## src/rtl/weight_loader_if.sv

```systemverilog
// weight_loader_if
//   Groups the word stream into the loader and the bank write bus out of it.
//   Signals:
//     s_data   stream word (header or payload)
//     s_valid  s_data valid
//     s_ready  loader accepts a word this cycle
//     wr_en    one-cycle write strobe into the selected bank
//     wr_bank  0 sigmoid, 1 tanh, 2 bfc, 3 wfc, 4 blstm, 5 ulstm, 6 wlstm
//     wr_addr  word address within the bank
//     wr_data  word to write
//   Modports:
//     master  host/DMA side: drives the stream and observes the write bus
//     slave   the loader: consumes the stream and drives the write bus
interface weight_loader_if #(
  parameter int DATA_WIDTH = 32,
  parameter int ADDR_WIDTH = 6
);

  logic [DATA_WIDTH-1:0] s_data;
  logic                  s_valid;
  logic                  s_ready;

  logic                  wr_en;
  logic [2:0]            wr_bank;
  logic [ADDR_WIDTH-1:0] wr_addr;
  logic [DATA_WIDTH-1:0] wr_data;

  modport master (
    output s_data,
    output s_valid,
    input  s_ready,
    input  wr_en,
    input  wr_bank,
    input  wr_addr,
    input  wr_data
  );

  modport slave (
    input  s_data,
    input  s_valid,
    output s_ready,
    output wr_en,
    output wr_bank,
    output wr_addr,
    output wr_data
  );

endinterface

```

## src/rtl/weight_loader.sv

```systemverilog
// weight_loader
//   Runtime writer for the LSTM/FC weight and activation LUT banks. Accepts a
//   valid/ready word stream made of one header word followed by a payload of
//   'count' words, and turns each accepted payload word into a registered
//   write strobe into the bank named by the header. Used to update weights in
//   place instead of preloading the banks from files.
//
//   Header word: bank = [2:0], bank usable only when [3] == 0 and bank <= 6,
//   count = [31:16] payload words (1..65535; 0 is an error).
//
//   Ports:
//     clk      single clock, rising edge
//     rst_n    asynchronous, active-low reset (aborts a load, no rollback)
//     bus      weight_loader_if.slave: stream in, bank write bus out
//     err_clr  clears the sticky error flag (a same-cycle set wins)
//     busy     high while loading a payload or finishing it
//     done     one-cycle pulse together with the final payload write
//     err      sticky error: zero count, bad bank or bank overflow
module weight_loader #(
  parameter int DATA_WIDTH  = 32,
  parameter int LUT_DEPTH   = 16,
  parameter int BFC_DEPTH   = 1,
  parameter int WFC_DEPTH   = 4,
  parameter int BLSTM_DEPTH = 16,
  parameter int ULSTM_DEPTH = 32,
  parameter int WLSTM_DEPTH = 64,
  parameter int ADDR_WIDTH  = 6
) (
  input  logic            clk,
  input  logic            rst_n,
  weight_loader_if.slave  bus,
  input  logic            err_clr,
  output logic            busy,
  output logic            done,
  output logic            err
);

  typedef enum logic [1:0] {
    IDLE = 2'd0,
    LOAD = 2'd1,
    DONE = 2'd2
  } state_t;

  state_t                state_q;
  logic [2:0]            bank_q;
  logic                  bankOk_q;
  logic [15:0]           count_q;
  logic [15:0]           idx_q;

  logic                  wrEn_q;
  logic [2:0]            wrBank_q;
  logic [ADDR_WIDTH-1:0] wrAddr_q;
  logic [DATA_WIDTH-1:0] wrData_q;
  logic                  done_q;
  logic                  err_q;
  logic                  err_d;

  logic                  xfer;
  logic [15:0]           hdrCount;
  logic [2:0]            hdrBank;
  logic                  hdrOk;
  logic                  inRange;
  logic                  lastWord;
  logic                  errSet;

  // Depth of each bank; bank 7 has no storage behind it.
  function automatic logic [16:0] bankDepth(input logic [2:0] bank);
    logic [16:0] depth;
    unique case (bank)
      3'd0, 3'd1: depth = 17'(LUT_DEPTH);
      3'd2:       depth = 17'(BFC_DEPTH);
      3'd3:       depth = 17'(WFC_DEPTH);
      3'd4:       depth = 17'(BLSTM_DEPTH);
      3'd5:       depth = 17'(ULSTM_DEPTH);
      3'd6:       depth = 17'(WLSTM_DEPTH);
      default:    depth = 17'd0;
    endcase
    return depth;
  endfunction

  assign xfer     = bus.s_valid & bus.s_ready;
  assign hdrCount = bus.s_data[31:16];
  assign hdrBank  = bus.s_data[2:0];
  assign hdrOk    = ~bus.s_data[3] & (hdrBank != 3'd7);

  // The full 16-bit index is compared against the depth, so a word past the
  // end of the bank is dropped rather than wrapping onto a low address.
  assign inRange  = bankOk_q & ({1'b0, idx_q} < bankDepth(bank_q));
  assign lastWord = (idx_q == (count_q - 16'd1));

  // Error sources: a zero-length header, or a payload word that cannot be
  // written (bad bank or past the bank depth). Setting beats clearing.
  assign errSet = xfer & (((state_q == IDLE) & (hdrCount == 16'd0)) |
                          ((state_q == LOAD) & ~inRange));
  assign err_d  = errSet ? 1'b1 : (err_clr ? 1'b0 : err_q);

  // Main control: header capture, payload indexing and the registered write
  // strobe. The write bus holds its last value whenever wr_en is low.
  always_ff @(posedge clk or negedge rst_n) begin
    if (!rst_n) begin
      state_q  <= IDLE;
      bank_q   <= 3'd0;
      bankOk_q <= 1'b0;
      count_q  <= 16'd0;
      idx_q    <= 16'd0;
      wrEn_q   <= 1'b0;
      wrBank_q <= 3'd0;
      wrAddr_q <= '0;
      wrData_q <= '0;
      done_q   <= 1'b0;
      err_q    <= 1'b0;
    end else begin
      wrEn_q <= 1'b0;
      done_q <= 1'b0;
      err_q  <= err_d;
      unique case (state_q)
        IDLE: begin
          if (xfer) begin
            bank_q   <= hdrBank;
            bankOk_q <= hdrOk;
            count_q  <= hdrCount;
            idx_q    <= 16'd0;
            if (hdrCount != 16'd0) begin
              state_q <= LOAD;
            end
          end
        end
        LOAD: begin
          if (xfer) begin
            if (inRange) begin
              wrEn_q   <= 1'b1;
              wrBank_q <= bank_q;
              wrAddr_q <= idx_q[ADDR_WIDTH-1:0];
              wrData_q <= bus.s_data;
            end
            idx_q <= idx_q + 16'd1;
            // done lands in the same cycle as the final write strobe.
            if (lastWord) begin
              state_q <= DONE;
              done_q  <= 1'b1;
            end
          end
        end
        DONE: begin
          state_q <= IDLE;
        end
        default: begin
          state_q <= IDLE;
        end
      endcase
    end
  end

  // Ready is low only for the single DONE cycle, which keeps the final write
  // of one packet from sharing a cycle with the header of the next.
  assign bus.s_ready = rst_n & (state_q != DONE);
  assign bus.wr_en   = wrEn_q;
  assign bus.wr_bank = wrBank_q;
  assign bus.wr_addr = wrAddr_q;
  assign bus.wr_data = wrData_q;
  assign busy        = (state_q != IDLE);
  assign done        = done_q;
  assign err         = err_q;

endmodule

```

## src/flat_wrapper.sv

```systemverilog
// flat-port wrapper written by rule: the top's interface ports become plain ports
module weight_loader_flat 
#(
  parameter int DATA_WIDTH  = 32,
  parameter int LUT_DEPTH   = 16,
  parameter int BFC_DEPTH   = 1,
  parameter int WFC_DEPTH   = 4,
  parameter int BLSTM_DEPTH = 16,
  parameter int ULSTM_DEPTH = 32,
  parameter int WLSTM_DEPTH = 64,
  parameter int ADDR_WIDTH  = 6
)
  (clk, rst_n, err_clr, busy, done, err, bus_s_data, bus_s_valid, bus_s_ready, bus_wr_en, bus_wr_bank, bus_wr_addr, bus_wr_data);
  weight_loader_if #(.DATA_WIDTH(DATA_WIDTH), .ADDR_WIDTH(ADDR_WIDTH)) bus_i ();
  input  logic clk;
  input  logic rst_n;
  input  logic err_clr;
  output logic busy;
  output logic done;
  output logic err;
  input wire logic [$bits(bus_i.s_data)-1:0] bus_s_data;
  input wire logic [$bits(bus_i.s_valid)-1:0] bus_s_valid;
  output wire logic [$bits(bus_i.s_ready)-1:0] bus_s_ready;
  output wire logic [$bits(bus_i.wr_en)-1:0] bus_wr_en;
  output wire logic [$bits(bus_i.wr_bank)-1:0] bus_wr_bank;
  output wire logic [$bits(bus_i.wr_addr)-1:0] bus_wr_addr;
  output wire logic [$bits(bus_i.wr_data)-1:0] bus_wr_data;
  assign bus_i.s_data = bus_s_data;
  assign bus_i.s_valid = bus_s_valid;
  assign bus_s_ready = bus_i.s_ready;
  assign bus_wr_en = bus_i.wr_en;
  assign bus_wr_bank = bus_i.wr_bank;
  assign bus_wr_addr = bus_i.wr_addr;
  assign bus_wr_data = bus_i.wr_data;
  weight_loader #(.DATA_WIDTH(DATA_WIDTH), .LUT_DEPTH(LUT_DEPTH), .BFC_DEPTH(BFC_DEPTH), .WFC_DEPTH(WFC_DEPTH), .BLSTM_DEPTH(BLSTM_DEPTH), .ULSTM_DEPTH(ULSTM_DEPTH), .WLSTM_DEPTH(WLSTM_DEPTH), .ADDR_WIDTH(ADDR_WIDTH)) u_core (.clk(clk), .rst_n(rst_n), .bus(bus_i), .err_clr(err_clr), .busy(busy), .done(done), .err(err));
endmodule
```

## config.mk

```make
export PLATFORM = sky130hd
export DESIGN_NAME = weight_loader_flat
export DESIGN_NICKNAME = d
export VERILOG_FILES = /design/src/rtl/weight_loader_if.sv /design/src/rtl/weight_loader.sv /design/src/flat_wrapper.sv
export SDC_FILE = /design/constraint.sdc
export NUM_CORES = 1
export LEC_CHECK = 0
export CAP_MARGIN = 20
export CORE_MARGIN = 4
export CORE_UTILIZATION = 50
export DETAILED_ROUTE_END_ITERATION = 7
export DONT_BUFFER_PORTS = 1
export PLACE_DENSITY = 0.66
export REMOVE_ABC_BUFFERS = 1
export SYNTH_ARGS = -nofsm -noshare
export SYNTH_HDL_FRONTEND = slang
export SYNTH_SLANG_ARGS = --single-unit
```

## constraint.sdc

```tcl
create_clock -name clk -period 2.8 [get_ports clk]
set_input_delay 0.28 -clock clk [delete_from_list [all_inputs] [get_ports clk]]
set_output_delay 0.28 -clock clk [all_outputs]
set_load 0.02 [all_outputs]
```

# Yosys cells after proc, flatten, opt, wreduce, memory -nomap -nowiden

Index checks and enable logic that the tools add are counted.

Add/sub/neg operators: 2
Reduce and logical (&&, ||, !) cells: 12
Multiplexer cells: 17
Bitwise operators: 10
Equality and inequality tests: 14
Magnitude comparators: 1

Operators by type and width:

| cell                                                                 | number |
|---|---|
| 7-bit case mux with 5 select lines                                   | 1 |
| 16-bit two-way mux                                                   | 2 |
| 16-bit case mux with 2 select lines                                  | 1 |
| 16-bit by 1-bit adder with 16-bit output, second input constant      | 1 |
| 16-bit == test                                                       | 1 |
| 16-bit zero test                                                     | 1 |
| 16-bit by 7-bit < comparator with 1-bit output                       | 1 |
| 16-bit nonzero test                                                  | 1 |
| 16-bit by 1-bit subtractor with 16-bit output, second input constant | 1 |
| 3-bit == test, second input constant                                 | 3 |
| 1-bit two-way mux                                                    | 8 |
| 2-bit two-way mux                                                    | 4 |
| 1-bit AND                                                            | 7 |
| 3-bit by 2-bit == test with 1-bit output, second input constant      | 2 |
| 2-bit by 1-bit != test with 1-bit output, second input constant      | 3 |
| 3-bit AND reduction                                                  | 2 |
| 2-bit nonzero test                                                   | 3 |
| 2-bit != test, second input constant                                 | 2 |
| 2-bit case mux with 2 select lines                                   | 1 |
| 4-bit AND reduction                                                  | 1 |
| 3-bit by 1-bit == test with 1-bit output, second input constant      | 1 |
| 3-bit zero test                                                      | 1 |
| 3-bit != test, second input constant                                 | 1 |
| 3-bit OR reduction                                                   | 1 |
| 5 further kinds                                                      | 6 |

Bits of input ports: 36
Bits in registers: 82

# Logic depth before layout (Yosys ltp)

Depth in word-level cells: 10
Mapped depth: 8
Depth with buffers taken out: 8

# Worst setup path after synthesis

No wires, ideal clock.

Kind: register to register
Start point: register u_core.count_q[0]
End point: register u_core.done_q, in the netlist u_core.done
Library setup time: 101 ps
Period minus slack after synthesis: 2355 ps
Arrival: 2254 ps
Stages on the path, launching flop included: 9
Setup slack: 445 ps
Data required time: 2699 ps
Path buffers: 0
Path through: dfrtp_1 > inv_1 > ha_1 > or4b_4 > nor2_1 > xnor2_1 > or3_1 > or3_1 > nor4_1

Longest elaborated chain between the ends: 5

RTL lines:

| element                                       | RTL line             | source |
|---|---|---|
| from (decl)                                   | weight_loader.sv:47  | `logic [15:0] count_q;` |
| from (signal assigned)                        | weight_loader.sv:121 | `count_q <= hdrCount;` |
| 16-bit by 1-bit subtractor with 16-bit output | weight_loader.sv:89  | `assign lastWord = (idx_q == (count_q - 16'd1));` |
| 16-bit == test                                | weight_loader.sv:89  |  |
| 1-bit two-way mux                             | weight_loader.sv:138 | `if (lastWord) begin` |
| 1-bit two-way mux                             | weight_loader.sv:129 | `if (xfer) begin` |
| 1-bit two-way mux                             | weight_loader.sv:116 | `unique case (state_q)` |
| to (signal assigned)                          | weight_loader.sv:110 | `done_q <= 1'b0;` |
| to (signal assigned)                          | weight_loader.sv:114 | `done_q <= 1'b0;` |
| to (signal assigned)                          | weight_loader.sv:140 | `done_q <= 1'b1;` |
| to (decl)                                     | weight_loader.sv:54  | `logic done_q;` |

Every way passes these cells.
A chain may end at the register's enable or synchronous reset.

# Worst setup path in the final report

Start point: register u_core.count_q[0]
End point: register u_core.state_q[1]

Longest elaborated chain between the ends: 4

RTL lines:

| element                                            | RTL line             | source |
|---|---|---|
| 16-bit by 1-bit subtractor with 16-bit output      | weight_loader.sv:89  |  |
| 16-bit == test                                     | weight_loader.sv:89  |  |
| 2-bit by 1-bit != test with 1-bit output (no line) | --                   |  |
| 4-bit AND reduction (no line)                      | --                   |  |
| to (signal assigned)                               | weight_loader.sv:101 | `state_q <= IDLE;` |
| to (signal assigned)                               | weight_loader.sv:124 | `state_q <= LOAD;` |
| to (signal assigned)                               | weight_loader.sv:139 | `state_q <= DONE;` |
| to (decl)                                          | weight_loader.sv:44  | `state_t state_q;` |

Every way passes these cells.

==> flow_summary.toml <==
[layout]
diodes = 0
nets = 390
layout_commonest_cell = "dfrtp_1"
fillCellCount = 667
syn2layout_area_growth_pct = 9.36
drive_above_1_share_pct = 26.6
fin_cells = 455
mostFrequentLayoutCells = "82 x dfrtp_1, 59 x mux2_2, 20 x nor2_1"

[global_routing]
grt_max_degree = 83
gr-usage-all-layers_pct = 18.6
grt.met3_usage_pct = 4.16
grt.busiest_layer = "met2"
use_met1_pct = 25.4
grt_pass1_wl_um = 14400
grt_pass1_vias = 2861
gr-total-overflow = 0
antenna_found_initial = 0
met2_usage_pct = 29.6

[logic_synthesis]
netlist_top_cells_area = "dfrtp_1 51%, mux2_2 17%, xor2_1 3.3%, xnor2_1 3.1%, nor2_1 2.0%"
synth_top_area_share_pct = 51.2
ys_seq_area_share_pct = 51.2
yosysTopAreaCell = "dfrtp_1"
syn_area_per_cell_um2 = 11.7
ys_types = 48
netlist_area_mm2 = 0.00401
async_flop_share_pct = 100
yosys_warnings = 0
synthCells = 344
synth_edf_count = 0
ys_ff_latch = 82
synth_ff_type = "dfrtp_1"

[clock_network]
cts_tree = "built"
cts_buffers = 9
clock_sinks = 82
clk_latency_ps = 350
ctsRootBufferMaster = "clkbuf_8"
clk_path_buf_depth = 2
htree_levels = 3
path_clk_slew_ps = 80

[outcome]
status = "complete, no violations"

[critical_path]
path_cells = "inv_1, ha_2, or4b_4, nor2_1, xnor2_1, or3_1, or3_1, nor4_1"
setup.worst_path.start_class = "flip-flop"
required_ps = 3050
end_kind = "flip-flop"
path_max_fanout = 7
arrival_ps = 2810
slowest_stage = "or4b_4"
cp_common_cell = "or3_1"
cp_slowest_stage_delay_ps = 510
rr_worst_depth = 8
crit_type = "flip-flop to flip-flop"

[power]
powerDensity_mw_per_mm2 = 889
p_leak_nw = 1.87
peakVddDrop_mv = 0.518

[die]
core_mm2 = 0.00777
start_util_pct = 51.6
die_w_um = 97.5
io_pins = 82
dieArea_mm2 = 0.00951
die_y_um = 97.5
fp-row-count = 32

[sta]
setup_viol = 0
min_period_ps = 2570
hold_viol = 0
clock_skew_ps = 11.5
fin_ws_ps = 231
timing.fmax_mhz = 389
worstMarginPinSlew_ps = 816
relSlewSlack_pct = 45.1
slew_violations = 0
rsz0062_at_grt = "false"
period_share_pct = 91.8

[hold_path]
hold_class = "input pin to flip-flop"
hold_path_depth = 2

[placement]
hpwl_um = 6100
gp_congestion = 0.818
io_buffers = 0
place_worst_setup_slack_ps = 199
dp_cells = 437

[route]
drt_first_pass_iters = 4
initialDrtViolationCount = 154
wl_per_cell_um = 18.7
num_vias = 2674
viasPerCell = 5.88
routed_wl_um = 8490
antenna_left = 0
drc_errors = 0

[run]
maxCapViolations = 0
==> layer usage <==
metal | wire length (um) | vias to the layer above
li1 | - | 1252
met1 | 3790 | 1341
met2 | 4110 | 70
met3 | 453 | 11
met4 | 137 | 0
met5 | 0 | -
==> worst max-delay path: cells and delay by family (launching register included) <==
kind	cells	cell delay (ps)
fa+ha+maj	1	240
xor+xnor	1	80
simple gates	5	1610
buf+inv	1	100
flops	1	440
==> registers in the layout (all words and copies together) (netlist names) <==
| name | cells |
|---|---|
| u_core.state_q | 2 |
| u_core.bus.wr_addr | 6 |
| u_core.bus.wr_bank | 3 |
| u_core.bankOk_q | 1 |
| u_core.bus.wr_data | 32 |
| u_core.idx_q | 16 |
| u_core.err | 1 |
| u_core.done | 1 |
| u_core.count_q | 16 |
| u_core.bus.wr_en | 1 |
| u_core.bank_q | 3 |
==> area by class of cell <==
type | count | area, um2 | share of cell area (%)
inverters | 6 | 22.5 | 0.514
clock buffers | 9 | 124 | 2.83
clock inverters | 7 | 85.1 | 1.94
repair buffers | 7 | 87.6 | 2.00
well taps | 102 | 128 | 2.91
flip-flops and latches | 82 | 2050 | 46.8
multi-input cells | 242 | 1890 | 43.0
==> final timing paths <==
check	start	to	slack (ps)
min in group asynchronous	rst_n	u_core.idx_q[1]	490
setup / recovery	u_core.count_q[0]	u_core.state_q[1]	230
setup reg to reg	u_core.count_q[0]	u_core.state_q[1]	230
max in group asynchronous	rst_n	u_core.done	1970
hold reg to reg	u_core.state_q[1]	u_core.state_q[0]	510
hold / removal	bus_s_data[17]	u_core.count_q[1]	50
==> cell families after synthesis <==
kind of cell | synth area share [%]
flip-flops | 51.2
AO/OA/AOI/OAI | 6.02
multiplexers | 16.8
adder cells (fa/ha/maj) | 1.87
AND/OR/NAND/NOR | 15.6
buffers and inverters | 2.18
XOR/XNOR | 6.34
==> synthesized netlist by cell type, types with 3 or more instances <==
cell type and n:
and3_1 4, dfrtp_1 82, inv_1 6, xnor2_1 14, a31oi_1 3, nor4_1 12, o21ai_0 15, or2_2 3
a21boi_0 3, nand3b_1 4, buf_2 4, nand4_1 5, clkbuf_1 8, or4_1 3, nor2b_1 3, nor3_1 10
mux2_2 59, or3_1 6, ha_1 6, nand3_1 10, a21oi_1 4, nor2_1 21, nand2_1 16, xor2_1 15
==> power by group <==
part	leakage [nW]	switching, mW	total, mW	internal [mW]
Combinational	0.728	0.326	0.759	0.433
Sequential	1.03	0.684	2.23	1.54
Clock	0.106	0.478	0.911	0.432
==> repair_timing <==
action | CTS | global route
endpoints found under the hold margin | 82 | 0
resized for setup | 0 | 2
hold buffers | 2 | 0
buffers inserted | 0 | 0
endpoints found under the setup margin | 0 | 1
==> through the flow <==
stage / instance area, um2 / setup TNS, ps / hold WS [ps] / power, mW / utilization (%)
final: 4380 / 0 / 54.1 / 3.90 / 56.4
after global routing: 4380 / 0 / 36.2 / 4.13 / 56.4
after CTS: 4380 / 0 / 41.4 / 3.94 / 56.3
after detailed placement: 4130 / 0 / -12.9 / 3.00 / 53.2
after global placement: 4130 / 0 / -12.6 / 2.96 / 53.2
after floorplan: 3940 / -78760 / -15.6 / 2.77 / -
(Power assumes the default switching activity.)
